===== src/rtl/mux_scan_sampler.sv =====
// rtl/mux_scan_sampler.sv - steps an 8:1 mux select, samples each channel after a settle delay, emits an 8-bit word
module mux_scan_sampler #(
  parameter int SETTLE_CYCLES = 2,
  parameter int CNT_W         = 4
) (
  input  logic       clk,
  input  logic       rst_n,
  input  logic       start,
  input  logic       cont,
  output logic [2:0] sel,
  input  logic       mux_in,
  output logic [7:0] data_out,
  output logic       data_valid,
  input  logic       data_ready,
  output logic       busy
);

  typedef enum logic [1:0] {IDLE, SETTLE, HOLD} state_t;

  localparam logic [CNT_W-1:0] RELOAD = CNT_W'(SETTLE_CYCLES);

  state_t           state_q, state_d;
  logic [2:0]       sel_q, sel_d;
  logic [CNT_W-1:0] cnt_q, cnt_d;
  // Channels 0..6 only; channel 7 goes straight from mux_in into the output word.
  logic [6:0]       shreg_q, shreg_d;
  logic [7:0]       data_q, data_d;
  logic             valid_q, valid_d;

  // Next-state logic: settle countdown, per-channel capture, word hand-off.
  always_comb begin
    state_d = state_q;
    sel_d   = sel_q;
    cnt_d   = cnt_q;
    shreg_d = shreg_q;
    data_d  = data_q;
    valid_d = valid_q;
    case (state_q)
      IDLE: begin
        sel_d = 3'd0;
        if (start) begin
          state_d = SETTLE;
          cnt_d   = RELOAD;
          shreg_d = '0;
        end
      end
      SETTLE: begin
        if (cnt_q != '0) begin
          cnt_d = cnt_q - 1'b1;
        end else if (sel_q != 3'd7) begin
          // shreg is cleared at scan start, so OR-ing in the bit is a plain write.
          shreg_d = shreg_q | (7'(mux_in) << sel_q);
          sel_d   = sel_q + 3'd1;
          cnt_d   = RELOAD;
        end else begin
          data_d  = {mux_in, shreg_q};
          valid_d = 1'b1;
          state_d = HOLD;
        end
      end
      HOLD: begin
        if (data_ready) begin
          valid_d = 1'b0;
          sel_d   = 3'd0;
          if (cont) begin
            state_d = SETTLE;
            cnt_d   = RELOAD;
            shreg_d = '0;
          end else begin
            state_d = IDLE;
          end
        end
      end
      default: begin
        state_d = IDLE;
        sel_d   = 3'd0;
        valid_d = 1'b0;
      end
    endcase
  end

  // State register; reset discards any partial word immediately.
  always_ff @(posedge clk or negedge rst_n) begin
    if (!rst_n) begin
      state_q <= IDLE;
      sel_q   <= 3'd0;
      cnt_q   <= '0;
      shreg_q <= '0;
      data_q  <= 8'h00;
      valid_q <= 1'b0;
    end else begin
      state_q <= state_d;
      sel_q   <= sel_d;
      cnt_q   <= cnt_d;
      shreg_q <= shreg_d;
      data_q  <= data_d;
      valid_q <= valid_d;
    end
  end

  assign sel        = sel_q;
  assign data_out   = data_q;
  assign data_valid = valid_q;
  assign busy       = (state_q != IDLE);

endmodule


===== config.mk =====
export PLATFORM = sky130hd
export DESIGN_NAME = mux_scan_sampler
export DESIGN_NICKNAME = d
export VERILOG_FILES = /design/src/rtl/mux_scan_sampler.sv
export SDC_FILE = /design/constraint.sdc
export NUM_CORES = 1
export LEC_CHECK = 0
export ABC_AREA = 1
export CORE_UTILIZATION = 39
export DETAILED_ROUTE_END_ITERATION = 16
export REMOVE_ABC_BUFFERS = 1
export SLEW_MARGIN = 40
export SYNTH_ARGS = -nofsm -noshare
export SYNTH_HDL_FRONTEND = slang
export SYNTH_SLANG_ARGS = --single-unit

===== constraint.sdc =====
create_clock -name clk -period 1.4 [get_ports clk]
set_input_delay 0.42 -clock clk [delete_from_list [all_inputs] [get_ports clk]]
set_output_delay 0.42 -clock clk [all_outputs]
set_load 0.03 [all_outputs]

======== Yosys cells after proc, flatten, opt, wreduce, memory -nomap -nowiden ========
Index checks and enable logic that the tools add are counted.
word-level totals
  memories kept ........................... 0
  output and inout port bits .............. 13
  word-level logic and storage cells ...... 59
  bits in latches ......................... 0
  memory bits (read-only) ................. 0
  input bits .............................. 6
  RAM bits ................................ 0
  flip-flop bits (word level) ............. 25
cells by class
  add/sub/neg operators ................... 2
  equality and inequality tests ........... 10
  muxes and demuxes ....................... 26
  shift-type cells ........................ 1
  bitwise logic cells ..................... 4
  $mul .................................... 0
  reductions and logical operators ........ 10
  $lt $le $gt $ge ......................... 0
  div/mod/pow operators ................... 0
operators by type and width
  kind                                                                count
  7-bit 2-to-1 mux                                                    5
  7-bit one-hot mux with 3 select lines                               1
  4-bit 2-to-1 mux                                                    5
  2-bit != test, second input constant                                6
  4-bit one-hot mux with 3 select lines                               1
  3-bit 2-to-1 mux                                                    3
  2-bit 2-to-1 mux                                                    4
  4-bit AND reduction                                                 2
  7-bit bitwise OR                                                    1
  1-bit by 3-bit << shifter with 7-bit output                         1
  3-bit != test, second input constant                                2
  2-bit one-hot mux with 3 select lines                               1
  3-bit one-hot mux with 2 select lines                               1
  3-bit AND reduction                                                 2
  6-bit AND reduction                                                 1
  5-bit AND reduction                                                 1
  1-bit 2-to-1 mux                                                    4
  4-bit nonzero test                                                  1
  4-bit by 1-bit subtractor with 4-bit output, second input constant  1
  3-bit by 1-bit adder with 3-bit output, second input constant       1
  1-bit inverter                                                      3
  1-bit one-hot mux with 3 select lines                               1
  3-bit nonzero test                                                  1
  2-bit by 1-bit == test with 1-bit output, second input constant     1
  other kinds (3)                                                     3

======== Longest topological paths before layout ========
Gate-level depths: netlist (run 1).
  depth in word-level cells ............... 5
  gate-level depth with buffers ........... 8
  gate-level depth less buffers ........... 8

======== Worst setup path before layout (run 1) ========
OpenSTA, ideal clock, no wires.
  path type ............................... reg-to-reg
  start point ............................. register sel_q[1], in the netlist sel[1]
  end point ............................... register data_q[5], in the netlist data_out[5]
  required time ........................... 1282 ps
  buffers on the path ..................... 1
  path slack .............................. -216 ps
  clock period less this slack ............ 1616 ps
  arrival time ............................ 1498 ps
  cell stages (with the launch flop) ...... 9
  setup time .............................. 118 ps
  cell sequence ........................... dfrtp_1 -> ha_1 -> ha_1 -> nand2_4 -> nor2_4 -> inv_4 -> buf_12 -> nand2_2 -> o21ai_2
between the ends
  word-level cells in the longest chain between the ends .. 3
RTL lines
  what                           RTL line  source
  start: declaration             23        logic [2:0] sel_q, sel_d;
  start signal: assignment       93        sel_q <= sel_d;
  3-bit != test                  50        end else if (sel_q != 3'd7) begin
  1-bit inverter (no line)       n/a
  3-bit AND reduction (no line)  n/a
  end signal: assignment         96        data_q <= data_d;
  end: declaration               27        logic [7:0] data_q, data_d;
Every way passes these cells.
A chain may end at the register's enable or synchronous reset.

======== Worst setup path in the final report (run 1) ========
  start point ............................. register state_q[0]
  end point ............................... output busy
between the ends
  word-level cells in the longest chain between the ends .. 1
RTL lines
  what                      RTL line  source
  start: declaration        22        state_t state_q, state_d;
  start signal: assignment  92        state_q <= state_d;
  2-bit nonzero test        104       assign busy = (state_q != IDLE);
  end: declaration          15        output logic busy
Every way passes these cells.

==> results by group, run 1 <==
Clock tree
  – Clock slew at reported path FFs: 140 ps
  – Clock sinks: 25
  – CTS H-tree depth: 1
  – CTS tree: yes
  – Clock Root Buffer: clkbuf_4
  – Worst skew pair latency: 330 ps
  – Bufs on Longest Clock Path: 2
  – CTS Buf Count: 3
  – CTS Hold Bufs: 0

Worst setup path
  – CP required: 980 ps
  – Delay-heaviest family, CP: flip-flops
  – Slowest library cell on the worst path: dfrtp_1
  – CP cell instances: nor2_2, inv_1, buf_6
  – CP max FO: 2
  – CP max stage delay: 420 ps
  – CP Buf/Inv Count: 2
  – Worst setup EP type: output port
  – CP startpoint kind: register
  – Crit Path Class: register to output port
  – Crit path DAT: 1050 ps

Final layout
  – Filler Cells Inserted: 292
  – Most frequent cells in the layout: nand2_1, buf_4, dfrtp_1
  – Area Growth Syn to Fin: 43.15%
  – Area of the multi-input gates: 669.4 sq um
  – Antenna fix cells: 0
  – Post-route insts no fill: 247
  – Layout cells sized above 1: 39.41%
  – Seq. cell area: 625.6 sq um
  – Layout Nets: 214
  – Commonest non-fill, non-tap cell in the layout: nand2_1

Timing
  – RSZ-0062 raised after global routing: true
  – Hold slack final: 415.9 ps
  – Worst-Margin Slew: 167.8 ps
  – Fin crit share: 105.1%
  – Hold Violations, Final: 0
  – Final WS setup: -70.75 ps
  – Slew Limit Fails: 0
  – Setup TNS Final: -243.9 ps
  – Rel. slew slack: 88.78%
  – Fmax: 679.9 MHz
  – Final setup viols: 10
  – Clock Skew: 6.475 ps
  – Tmin final: 1471 ps

Place
  – Post-detail-place hpwl: 1.958 mm
  – Place WS: -288.5 ps
  – IO buf count: 18
  – RePlAce Congestion: 0.7396
  – Placed cell count: 232

Synthesis
  – Sequential fraction of the synthesis area: 48.26%
  – Syn avg cell area: 8.204 sq um
  – Distinct cells, synth: 20
  – Gate Count Post-Synth: 158
  – Cell area after synthesis: 0.001296 sq mm
  – Synth warnings: 0
  – Register bit total from synthesis: 25

Routing
  – DR iter-0 viols: 38
  – Final WL: 2.910 mm
  – Drc violations: 0
  – DR vias: 1162
  – Via density per instance: 4.704
  – Drt wl/cell: 11.78 microns
  – Initial DRT Pass Iterations: 4
  – Antenna Violating Nets Remaining: 0

Power
  – Leakage: 0.9683 nW
  – Clock power share: 10.5%
  – Power Internal: 1.824 mW
  – Pwr Density: 1699 mW/mm^2
  – Switching power: 1.328 mW
  – Gate power share: 53.7%
  – Sw frac: 42.12%
  – Worst VDD drop: 0.7307 mV
  – Flop pwr share: 35.8%

Die
  – Starting density of the core: 41.77%
  – Die area: 0.003558 sq mm
  – Die height: 59.65 microns
  – Die width: 59.65 microns
  – Core area: 0.003103 sq mm
  – IO Pins: 19
  – Standard-cell rows: 20

Outcome
  – Status: finished with violations
  – Failing checks: negative setup slack

Global routing
  – Wire length of the first global-routing pass: 4.733 mm
  – Total GRT Usage: 17.87%
  – Largest net degree at the start of global routing: 26
  – Vias in the first global route: 1148
  – Antenna violations before repair: 0
  – Total congestion overflow: 0

Worst hold path
  – Min-Delay Path Class: primary input to asynchronous set/reset pin

Flow run
  – Total of max-cap violations: 0
## cell usage after synthesis
| cell | instances | share of area (%) |
|---|---|---|
| nor2_4 | 2 | 1.7 |
| nand3_1 | 7 | 2.7 |
| nor2_2 | 1 | 0.48 |
| ha_1 | 4 | 3.9 |
| nand2_1 | 62 | 18 |
| inv_4 | 1 | 0.48 |
| buf_12 | 1 | 1.5 |
| o21ai_2 | 8 | 5.4 |
| nand3b_1 | 1 | 0.58 |
| inv_1 | 19 | 5.5 |
| dfrtp_1 | 25 | 48 |
| nor2_1 | 9 | 2.6 |
| inv_2 | 1 | 0.29 |
| a21oi_1 | 8 | 3.1 |
| nand2_2 | 3 | 1.4 |
| xor2_1 | 1 | 0.68 |
| nand4_1 | 2 | 0.97 |
| nand2_4 | 1 | 0.87 |
| o21bai_2 | 1 | 0.87 |
| xnor2_1 | 1 | 0.68 |
## metal layers
layer	up-vias	wire length (microns)	GRT usage, %
met1	543	1295	20.52
li1	582	-	-
met2	29	1432	32.38
met4	0	75	8.970
met5	-	0	0
met3	8	107	2.165
## state kept, by name (all words and copies together) (netlist names)
register / flops
data_out: 8
shreg_q: 7
cnt_q: 4
sel: 3
state_q: 2
data_valid: 1
## kinds of logic after synthesis
family          count (synthesis)  synth area share (%)
simple gates                   88                 29.34
xor+xnor                        2                 1.352
fa+ha+maj                       4                 3.861
buf+inv                        22                 7.819
flops                          25                 48.26
compound gates                 17                 9.363
## through the flow
step           total power [mW]  util, %  area [sq um]
4_1_cts                   3.022    55.44          1720
3_5_place_dp              2.541    51.61          1602
6_report                  3.152    59.80          1856
5_1_grt                   3.436    59.80          1856
3_3_place_gp              2.497    51.61          1602
2_1_floorplan             2.060        -          1276
## worst paths after layout
| path | startpoint | end | slack, ps | depth (start not counted) |
|---|---|---|---|---|
| hold reg to reg | shreg_q[1] | shreg_q[1] | 500 | 2 |
| setup reg to reg | sel[1] | data_out[3] | -20 | 8 |
| min in group clk | shreg_q[1] | shreg_q[1] | 500 | 2 |
| hold / removal | rst_n | data_out[4] | 420 | 2 |
| setup / recovery | state_q[0] | busy | -70 | 3 |
| max in group asynchronous | rst_n | cnt_q[0] | 830 | 2 |
## power by group through the flow
stage	registers, mW	clock network (mW)	logic (mW)
3_3_place_gp	1.11	0	1.39
4_1_cts	1.11	0.337	1.57
5_1_grt	1.16	0.366	1.91
3_5_place_dp	1.11	0	1.43
6_report	1.13	0.330	1.69
2_1_floorplan	1.30	0	0.765
## area by class of cell
cell class,instances,area share (%)
clock buffer,3,1.214
timing repair buffer,42,21.38
clock inverter,1,0.2697
sequential,25,33.72
multi-input combinational,111,36.08
inverter,21,4.383
tap,44,2.967
## timing repair
| action | CTS | global route |
|---|---|---|
| resized for setup | 11 | 24 |
| endpoints found under the setup margin | 26 | 28 |
| pin swaps | 4 | 7 |
| cloned | 0 | 1 |
| buffers inserted | 6 | 4 |
Power figures use the tool's default switching activity.
==> inputs of run 2 (changes only) <==
Settings changed: SLEW_MARGIN 40 to not set.
==> results of run 2 <==
The final DEF is identical to that of run 1; final timing and power are the same.
==> inputs of run 3 (changes only) <==
Settings changed: GPL_TIMING_DRIVEN set to 0.
Clock period 1.4 ns to 1.7 ns, I/O delays scaled along.
==> results by group, run 3 (synthesis results as in run 1) <==
Outcome
  – Status: completed

Routing
  – Drt wl/cell: 10.76 microns (-8.7%)
  – DR iter-0 viols: 51 (+34%)
  – DR vias: 1057 (-9.0%)
  – Final WL: 2.420 mm (-17%)
  – Drc violations: 0 (unchanged)
  – Via density per instance: 4.698 (-0.14%)
  – Initial DRT Pass Iterations: 4 (unchanged)
  – Antenna Violating Nets Remaining: 0 (unchanged)

Global routing
  – Largest net degree at the start of global routing: 26 (unchanged)
  – Wire length of the first global-routing pass: 4.229 mm (-11%)
  – Total GRT Usage: 15.92% (-2.0 points)
  – Vias in the first global route: 982 (-14%)
  – Antenna violations before repair: 0 (unchanged)
  – Total congestion overflow: 0 (unchanged)

Worst setup path
  – Worst r2r src: sel[0]
  – Delay-heaviest family, CP: flip-flops
  – CP required: 1190 ps (+210 ps)
  – CP startpoint kind: register
  – Crit path DAT: 1110 ps (+60 ps)
  – CP max FO: 3 (+1)
  – Worst setup EP type: output port
  – Crit Path Class: register to output port
  – CP cell instances: nor2_2, inv_1, buf_2
  – CP startpoint: state_q[0]
  – CP Buf/Inv Count: 2 (unchanged)
  – Slowest library cell on the worst path: dfrtp_1
  – CP max stage delay: 440 ps (+20 ps)

Timing
  – Hold Violations, Final: 0 (unchanged)
  – Rel. slew slack: 23.19% (-66 points)
  – Slew Limit Fails: 0 (unchanged)
  – Fin crit share: 95.36%
  – Fmax: 616.9 MHz
  – RSZ-0062 raised after global routing: true
  – Final setup viols: 0 (-10)
  – Tmin final: 1621 ps
  – Clock Skew: 5.046 ps (-1.429 ps)
  – Worst-Margin Slew: 1150 ps (+982.4 ps)

Final layout
  – Commonest non-fill, non-tap cell in the layout: nand2_1
  – Antenna fix cells: 0 (unchanged)
  – Most frequent cells in the layout: nand2_1, dfrtp_1, inv_1
  – Core Util, Final: 50.08% (-9.7 points)
  – Area Growth Syn to Fin: 19.88%
  – Layout cells sized above 1: 18.23% (-21 points)
  – Layout Nets: 192 (-10%)
  – Max FFs per register: 8 (unchanged)
  – Post-route insts no fill: 225 (-8.9%)

Die
  – Die height: 59.65 microns (unchanged)
  – Die area: 0.003558 sq mm (unchanged)
  – Standard-cell rows: 20 (unchanged)
  – Core area: 0.003103 sq mm (unchanged)
  – Die width: 59.65 microns (unchanged)
  – IO Pins: 19 (unchanged)
  – Starting density of the core: 41.77% (unchanged)

Worst hold path
  – Min-Delay Path Class: primary input to asynchronous set/reset pin

Power
  – Total Power: 2.229 mW (-29%)
  – Pwr Density: 1435 mW/mm^2 (-16%)
  – Worst VDD drop: 0.5879 mV (-20%)
  – Leakage: 0.8459 nW (-13%)

Flow run
  – Total of max-cap violations: 0 (unchanged)

Place
  – Post-detail-place hpwl: 1.757 mm (-10%)
  – IO buf count: 18 (unchanged)
  – RePlAce Congestion: 0.7131 (-3.6%)
  – Placed cell count: 219 (-5.6%)

Clock tree
  – Clock slew at reported path FFs: 140 ps (about the same)
  – Worst skew pair latency: 320 ps (about the same)
  – Clock Root Buffer: clkbuf_4
  – CTS Buf Count: 3 (unchanged)
  – CTS Hold Bufs: 0 (unchanged)
  – Clock sinks: 25 (unchanged)
  – CTS tree: yes
  – Bufs on Longest Clock Path: 2 (unchanged)
  – CTS H-tree depth: 1 (unchanged)
run 3: cell types whose count changed in the layout (fill, tap and decap cells not counted), sizes merged:
cell	delta
clkbuf	-1
dlygate4sd2	+9
dlymetal6s2s	+1
buf	-33
clkdlybuf4s15	+3
clkdlybuf4s50	-1
run 3: cell type report:
class	instances	area, sq um
Tap cell	44	55.05
Fill cell	320	1549
Sequential cell	25	630.6
Inverter	21	83.83
Clock inverter	1	5.005
Multi-Input combinational cell	111	571.8
Clock buffer	3	22.52
Timing Repair Buffer	20	185.2
run 3: per-stage QoR:
stage / setup TNS (ps) / hold WS [ps] / instance area, sq um / worst slack, ps
after floorplan: 0 / 214.4 / 1276 / 78.58
after CTS: -51.63 / 492.9 / 1536 / -51.63
final: 0 / 399.4 / 1554 / 78.91
after global routing: -19.14 / 466.7 / 1554 / -9.772
after global placement: -6354 / 452.9 / 1511 / -199.2
after detailed placement: -7988 / 461.8 / 1511 / -246.7
run 3: worst reg2reg max path, stage by stage, from the launching register on:
cell and delay (ps):
dfrtp_2 480, ha_1 210, ha_1 230, nand2_4 100, nor2_4 50, inv_6 150
nand2_1 150, nand2_1 90, nand2_1 50
run 3: final timing paths:
path,to,slack (ps),cells after the start
max in group asynchronous,sel[0],540,1
worst min-delay path,shreg_q[1],400,1
worst max register to register,cnt_q[2],110,8
worst max-delay path,busy,80,3
min in group clk,shreg_q[1],490,2
worst min register to register,shreg_q[1],490,2
run 3: layer usage:
metal / global-route usage (%) / vias to the layer above / wire (microns)
met5: 0 / - / 0
met4: 6.977 / 0 / 39
met3: 2.814 / 5 / 89
met2: 26.98 / 20 / 1103
met1: 19.73 / 496 / 1188
li1: - / 536 / -
run 3: where the power goes:
group	leakage, nW	internal [mW]	switching, mW
sequential	0.313	0.795	0.151
clock	0.0177	0.0881	0.182
combinational	0.515	0.380	0.633
run 3: timing repair:
action	4_1_cts	5_1_grt
endpoints found under the setup margin	13	14
setup buffers	0	2
gates resized for setup	23	7
